[src/rtl/cpu_ctrl_pkg.sv]
// Shared definitions for the multicycle CPU control path: opcodes, FSM states,
// datapath mux encodings and the bundled strobe record.
package cpu_ctrl_pkg;

   localparam logic [5:0] OP_RTYPE = 6'b000000;
   localparam logic [5:0] OP_LW    = 6'b100011;
   localparam logic [5:0] OP_SW    = 6'b101011;
   localparam logic [5:0] OP_BEQ   = 6'b000100;
   localparam logic [5:0] OP_J     = 6'b000010;
   localparam logic [5:0] OP_ADDI  = 6'b001000;

   typedef enum logic [3:0] {
      ST_FETCH,
      ST_DECODE,
      ST_MEM_ADDR,
      ST_MEM_RD,
      ST_MEM_WB,
      ST_MEM_WR,
      ST_R_EXEC,
      ST_R_WB,
      ST_ADDI_EXEC,
      ST_ADDI_WB,
      ST_BRANCH,
      ST_JUMP,
      ST_ILLEGAL
   } state_t;

   localparam logic [1:0] ALUOP_ADD   = 2'b00;
   localparam logic [1:0] ALUOP_SUB   = 2'b01;
   localparam logic [1:0] ALUOP_FUNCT = 2'b10;

   localparam logic [1:0] SRCB_RT     = 2'b00;
   localparam logic [1:0] SRCB_FOUR   = 2'b01;
   localparam logic [1:0] SRCB_IMM    = 2'b10;
   localparam logic [1:0] SRCB_IMM_SH = 2'b11;

   localparam logic [1:0] PCSRC_ALU    = 2'b00;
   localparam logic [1:0] PCSRC_ALUOUT = 2'b01;
   localparam logic [1:0] PCSRC_JUMP   = 2'b10;

   typedef struct packed {
      logic       pc_write;
      logic       iord;
      logic       mem_read;
      logic       mem_write;
      logic       ir_write;
      logic       mem_to_reg;
      logic       reg_dst;
      logic       reg_write;
      logic       alu_src_a;
      logic [1:0] alu_src_b;
      logic [1:0] alu_op;
      logic [1:0] pc_source;
      logic       illegal_op;
      logic       instr_done;
   } ctrl_t;

   localparam ctrl_t CTRL_IDLE = '0;

   function automatic logic is_mem_op(input logic [5:0] op);
      return (op == OP_LW) || (op == OP_SW);
   endfunction

endpackage

[src/rtl/ctrl_decode.sv]
// Combinational strobe decoder: maps the current FSM state (plus the memory
// handshake and ALU zero flag) onto the datapath control strobes.
module ctrl_decode
   import cpu_ctrl_pkg::*;
(
   input  state_t state,
   input  logic   mem_ready,
   input  logic   zero,
   output ctrl_t  ctrl
);

   always_comb begin
      ctrl = CTRL_IDLE;
      case (state)
         ST_FETCH: begin
            // PC+4 is computed every fetch cycle but only committed with the IR.
            ctrl.mem_read  = 1'b1;
            ctrl.alu_src_b = SRCB_FOUR;
            ctrl.alu_op    = ALUOP_ADD;
            ctrl.pc_source = PCSRC_ALU;
            ctrl.ir_write  = mem_ready;
            ctrl.pc_write  = mem_ready;
         end
         ST_DECODE: begin
            ctrl.alu_src_b = SRCB_IMM_SH;
            ctrl.alu_op    = ALUOP_ADD;
         end
         ST_MEM_ADDR: begin
            ctrl.alu_src_a = 1'b1;
            ctrl.alu_src_b = SRCB_IMM;
            ctrl.alu_op    = ALUOP_ADD;
         end
         ST_MEM_RD: begin
            ctrl.mem_read = 1'b1;
            ctrl.iord     = 1'b1;
         end
         ST_MEM_WB: begin
            ctrl.reg_write  = 1'b1;
            ctrl.mem_to_reg = 1'b1;
            ctrl.instr_done = 1'b1;
         end
         ST_MEM_WR: begin
            ctrl.mem_write  = 1'b1;
            ctrl.iord       = 1'b1;
            ctrl.instr_done = mem_ready;
         end
         ST_R_EXEC: begin
            ctrl.alu_src_a = 1'b1;
            ctrl.alu_src_b = SRCB_RT;
            ctrl.alu_op    = ALUOP_FUNCT;
         end
         ST_R_WB: begin
            ctrl.reg_write  = 1'b1;
            ctrl.reg_dst    = 1'b1;
            ctrl.instr_done = 1'b1;
         end
         ST_ADDI_EXEC: begin
            ctrl.alu_src_a = 1'b1;
            ctrl.alu_src_b = SRCB_IMM;
            ctrl.alu_op    = ALUOP_ADD;
         end
         ST_ADDI_WB: begin
            ctrl.reg_write  = 1'b1;
            ctrl.instr_done = 1'b1;
         end
         ST_BRANCH: begin
            ctrl.alu_src_a  = 1'b1;
            ctrl.alu_src_b  = SRCB_RT;
            ctrl.alu_op     = ALUOP_SUB;
            ctrl.pc_source  = PCSRC_ALUOUT;
            ctrl.pc_write   = zero;
            ctrl.instr_done = 1'b1;
         end
         ST_JUMP: begin
            ctrl.pc_source  = PCSRC_JUMP;
            ctrl.pc_write   = 1'b1;
            ctrl.instr_done = 1'b1;
         end
         ST_ILLEGAL: begin
            ctrl.illegal_op = 1'b1;
         end
         default: ctrl = CTRL_IDLE;
      endcase
   end

endmodule

[src/rtl/multicycle_ctrl.sv]
// Multicycle CPU sequencer: state register, next-state logic and the
// retired-instruction counter around the combinational strobe decoder.
module multicycle_ctrl
   import cpu_ctrl_pkg::*;
#(
   parameter int CNT_W = 32
)
(
   input  logic             clk,
   input  logic             reset,
   input  logic [5:0]       opcode,
   input  logic             zero,
   input  logic             mem_ready,
   output logic             PCWrite,
   output logic             IorD,
   output logic             MemRead,
   output logic             MemWrite,
   output logic             IRWrite,
   output logic             MemtoReg,
   output logic             RegDst,
   output logic             RegWrite,
   output logic             ALUSrcA,
   output logic [1:0]       ALUSrcB,
   output logic [1:0]       ALUOp,
   output logic [1:0]       PCSource,
   output logic             illegal_op,
   output logic             instr_done,
   output logic [CNT_W-1:0] instr_count
);

   state_t           state_reg;
   state_t           state_next;
   ctrl_t            ctrl;
   ctrl_t            ctrl_out;
   logic [CNT_W-1:0] count_reg;

   always_ff @(posedge clk or posedge reset) begin
      if (reset) begin
         state_reg <= ST_FETCH;
      end else begin
         state_reg <= state_next;
      end
   end

   always_comb begin
      state_next = state_reg;
      case (state_reg)
         ST_FETCH:     if (mem_ready) state_next = ST_DECODE;
         ST_DECODE: begin
            case (opcode)
               OP_LW, OP_SW: state_next = ST_MEM_ADDR;
               OP_RTYPE:     state_next = ST_R_EXEC;
               OP_BEQ:       state_next = ST_BRANCH;
               OP_J:         state_next = ST_JUMP;
               OP_ADDI:      state_next = ST_ADDI_EXEC;
               default:      state_next = ST_ILLEGAL;
            endcase
         end
         ST_MEM_ADDR:  state_next = (opcode == OP_LW) ? ST_MEM_RD : ST_MEM_WR;
         ST_MEM_RD:    if (mem_ready) state_next = ST_MEM_WB;
         ST_MEM_WR:    if (mem_ready) state_next = ST_FETCH;
         ST_R_EXEC:    state_next = ST_R_WB;
         ST_ADDI_EXEC: state_next = ST_ADDI_WB;
         ST_MEM_WB, ST_R_WB, ST_ADDI_WB,
         ST_BRANCH, ST_JUMP, ST_ILLEGAL:
                       state_next = ST_FETCH;
         default:      state_next = ST_FETCH;
      endcase
   end

   ctrl_decode u_decode (
      .state     (state_reg),
      .mem_ready (mem_ready),
      .zero      (zero),
      .ctrl      (ctrl)
   );

   // Counter wraps naturally at 2^CNT_W.
   always_ff @(posedge clk or posedge reset) begin
      if (reset) begin
         count_reg <= '0;
      end else if (ctrl.instr_done) begin
         count_reg <= count_reg + CNT_W'(1);
      end
   end

   // Reset kills every strobe immediately, even though the state register
   // already sits in FETCH; a write-back in flight must not leak past reset.
   assign ctrl_out = reset ? CTRL_IDLE : ctrl;

   assign PCWrite     = ctrl_out.pc_write;
   assign IorD        = ctrl_out.iord;
   assign MemRead     = ctrl_out.mem_read;
   assign MemWrite    = ctrl_out.mem_write;
   assign IRWrite     = ctrl_out.ir_write;
   assign MemtoReg    = ctrl_out.mem_to_reg;
   assign RegDst      = ctrl_out.reg_dst;
   assign RegWrite    = ctrl_out.reg_write;
   assign ALUSrcA     = ctrl_out.alu_src_a;
   assign ALUSrcB     = ctrl_out.alu_src_b;
   assign ALUOp       = ctrl_out.alu_op;
   assign PCSource    = ctrl_out.pc_source;
   assign illegal_op  = ctrl_out.illegal_op;
   assign instr_done  = ctrl_out.instr_done;
   assign instr_count = count_reg;

endmodule

[config.mk]
export PLATFORM = sky130hd
export DESIGN_NAME = multicycle_ctrl
export DESIGN_NICKNAME = d
export VERILOG_FILES = /design/src/rtl/cpu_ctrl_pkg.sv /design/src/rtl/ctrl_decode.sv /design/src/rtl/multicycle_ctrl.sv
export SDC_FILE = /design/constraint.sdc
export NUM_CORES = 1
export LEC_CHECK = 0
export ABC_AREA = 1
export CORE_ASPECT_RATIO = 0.7
export CORE_MARGIN = 8
export CORE_UTILIZATION = 60
export CTS_CLUSTER_DIAMETER = 40
export DETAILED_ROUTE_END_ITERATION = 10
export DONT_BUFFER_PORTS = 1
export GPL_TIMING_DRIVEN = 0
export PLACE_DENSITY = 0.76
export SLEW_MARGIN = 20
export SYNTH_ARGS = -nofsm -noshare
export SYNTH_HDL_FRONTEND = slang
export SYNTH_HIERARCHICAL = 1
export SYNTH_SLANG_ARGS = --single-unit
[constraint.sdc]
create_clock -name clk -period 2.87 [get_ports clk]
set_input_delay 0.574 -clock clk [delete_from_list [all_inputs] [get_ports clk]]
set_output_delay 0.574 -clock clk [all_outputs]
set_load 0.02 [all_outputs]
==> qor.txt <==
mean area per synthesized cell -> 6.86 sq um
DP Wirelength -> 4.55 mm
CTS tree -> yes
Pre-antenna DRT Iters -> 4
power per standard cell area -> 626 nW/um^2
Lkg Pwr -> 1.32 nW
max FFs per register -> 32
Starting Density -> 62.7%
Final Setup Violations -> 0
crit path DAT -> 1960 ps
routed wire length -> 5.73 mm
outcome -> finished, final reports clean
Clock Latency Late Sink -> 290 ps
Layout Area Growth over Synthesis -> 6.27%
Post-Syn Instances -> 361
Hold WC Path Type -> input pin to flip-flop
cts hold-fix bufs -> 0
Reg power frac -> 43.3%
most frequent cells in the layout -> 91 x nand2_1, 60 x inv_1, 54 x nor2_1
n_diodes -> 0
Clock Skew -> 8.23 ps
Die Y -> 69.7 um
Slew headroom -> 51.5%
WP data required -> 2300 ps
I/O pin cnt -> 59
crit-path max FO -> 9
I/O Buffers -> 0
crit-path cells -> inv_2 -> nor2_4 -> nand2_1 -> nand2_1 -> nor2_1 -> nand2_1 -> buf_4 -> inv_2 -> nor2_1
leading cell type in the layout, fill and taps excluded -> nand2_1
CP startpoint kind -> flip-flop
core area -> 3950 sq um
Root Buffer -> clkbuf_8
share of the synthesized area in the top cell type -> 36.4%
area leader, netlist -> dfrtp_1
Num CTS Buffers -> 5
GR Util All Layers -> 18.6%
Vias/cell -> 5.33
Most Frequent Cell on Critical Path -> nand2_1
die area -> 6470 sq um
Resized cells post-CTS -> 0
fin crit share -> 88.4%
Setup Slack @ Placement -> 661 ps
final hold violation count -> 0
clk sinks -> 36
logic gate share of total power -> 34.2%
clock group share of total power -> 22.5%
number of synthesis warnings -> 6
DRC Markers -> 0
Sw Share -> 43.7%
Worst Setup Path Type -> flip-flop to primary output
Synth cell types -> 26
FP Rows -> 19
number of global-route vias before repair -> 2074
RSZ-0062 raised after global routing -> false
Mapped Area -> 2470 sq um
Psw -> 0.719 mW
Buf+Inv Stages, Crit Path -> 3
Tightest Pin Transition -> 726 ps
total gr overflow -> 0
Worst-path clk slew -> 60 ps
routability cong. -> 0.850
vias -> 2245
#FFs+latches synth -> 36
Slowest-stage cell, CP -> dfrtp_1
min cycle time layout -> 2540 ps
Max Root-Sink Buffers -> 2
Synth area leaders -> dfrtp_1 36%, nand2_1 14%, inv_1 9.3%
max-capacitance violation count -> 0
VDD IR max -> 0.379 mV
CP Capture Type -> primary output
nets -> 379
slowest stage delay, CP -> 510 ps
Antenna Nets Post-Route -> 0
layout cells sized above 1 -> 9.21%
Internal Power -> 0.927 mW
fraction of the yosys area taken by sequential cells -> 36.4%
Mapped Nets -> 372
post-DR wirelength/cell -> 13.6 um
initial DRC count -> 154
initial antenna violation count -> 0
die width -> 92.8 um
setup TNS -> 0 ps
Max Clk Rate -> 394 MHz
first-pass GRT wire length -> 9.81 mm
Setup WS post-layout -> 333 ps
fin. max-slew vios -> 0
Crit path max-delay family -> simple AND/OR/NAND/NOR gates
CTS HTree Levels -> 2
Fill cells -> 384
Setup Buffers After CTS -> 0
largest net degree at the start of global routing -> 37
-- synthesized netlist by cell type (all sizes together) --
master	instances
ha	1
buf	2
dfrtp	36
nand4	14
inv	66
a21oi	3
nand2	97
o2111ai	1
o22ai	2
xnor2	8
nor4	1
nor3	22
o21ai	2
clkbuf	2
xor2	17
nand3b	3
nor2	62
nand3	22
-- stage by stage --
stage | hold slack (ps) | cell area, sq um | util [%] | cells | power [mW]
global placement | 608 | 2540 | 64.4 | 413 | 1.27
CTS | 542 | 2630 | 66.6 | 421 | 1.65
global route | 574 | 2630 | 66.6 | 421 | 1.77
finish | 544 | 2630 | 66.6 | 421 | 1.65
floorplan | 545 | 2470 | - | 361 | 1.16
detailed placement | 616 | 2540 | 64.4 | 413 | 1.29
-- worst paths after layout --
kind                         startpoint         endpoint  slack [ps]  depth (start not counted)
max reg2reg                state_reg[2]  instr_count[27]         650                         14
min in group asynchronous         reset   instr_count[8]         820                          3
min reg2reg                state_reg[3]     state_reg[3]         630                          2
max                        state_reg[2]       instr_done         330                          9
min                           mem_ready     state_reg[2]         540                          3
max in group asynchronous         reset  instr_count[28]        1580                          3
-- final cells by class --
class | count | area, sq um | share of cell area, %
flip-flops and latches | 36 | 901 | 34.3
plain buffers | 4 | 22.5 | 0.856
clock buffers | 8 | 90.1 | 3.43
inverters | 66 | 248 | 9.42
well taps | 52 | 65.1 | 2.47
multi-input cells | 255 | 1300 | 49.6
-- power groups by stage --
stage          Clock (mW)  Combinational (mW)  Sequential [mW]
6_report            0.370               0.563            0.713
3_5_place_dp            0               0.563            0.723
2_1_floorplan           0               0.475            0.689
3_3_place_gp            0               0.550            0.721
4_1_cts             0.375               0.566            0.713
5_1_grt             0.400               0.648            0.719
-- logic make-up after synthesis --
family | synth area share, %
AOI/OAI and AO/OA | 1.87
xor gates and xnor gates | 8.85
adders and majority gates | 0.505
buffers and inverters | 10.9
DFF | 36.4
and+or+nand+nor | 41.5
-- worst reg2reg max path, stage by stage, from the launching register on --
cell and delay [ps]:
dfrtp_1 510, inv_2 130, nor2_4 140, nand2_1 80
nand2_1 70, nor2_1 60, nand2_1 70, buf_4 170
inv_2 100, nor3_2 210, nand2_1 80, nor3_2 280
nand2_1 90, nand2_1 70, nand2_1 50
-- per-layer routing --
metal / track usage [%] / share of wire (%) / vias up
li1: - / - / 1133
met1: 25.3 / 48 / 1030
met2: 27.2 / 43 / 74
met3: 5.84 / 8.7 / 8
met4: 5.87 / 1.2 / 0
met5: 0 / 0 / -
Note: power is estimated with default switching activity, not from simulation.
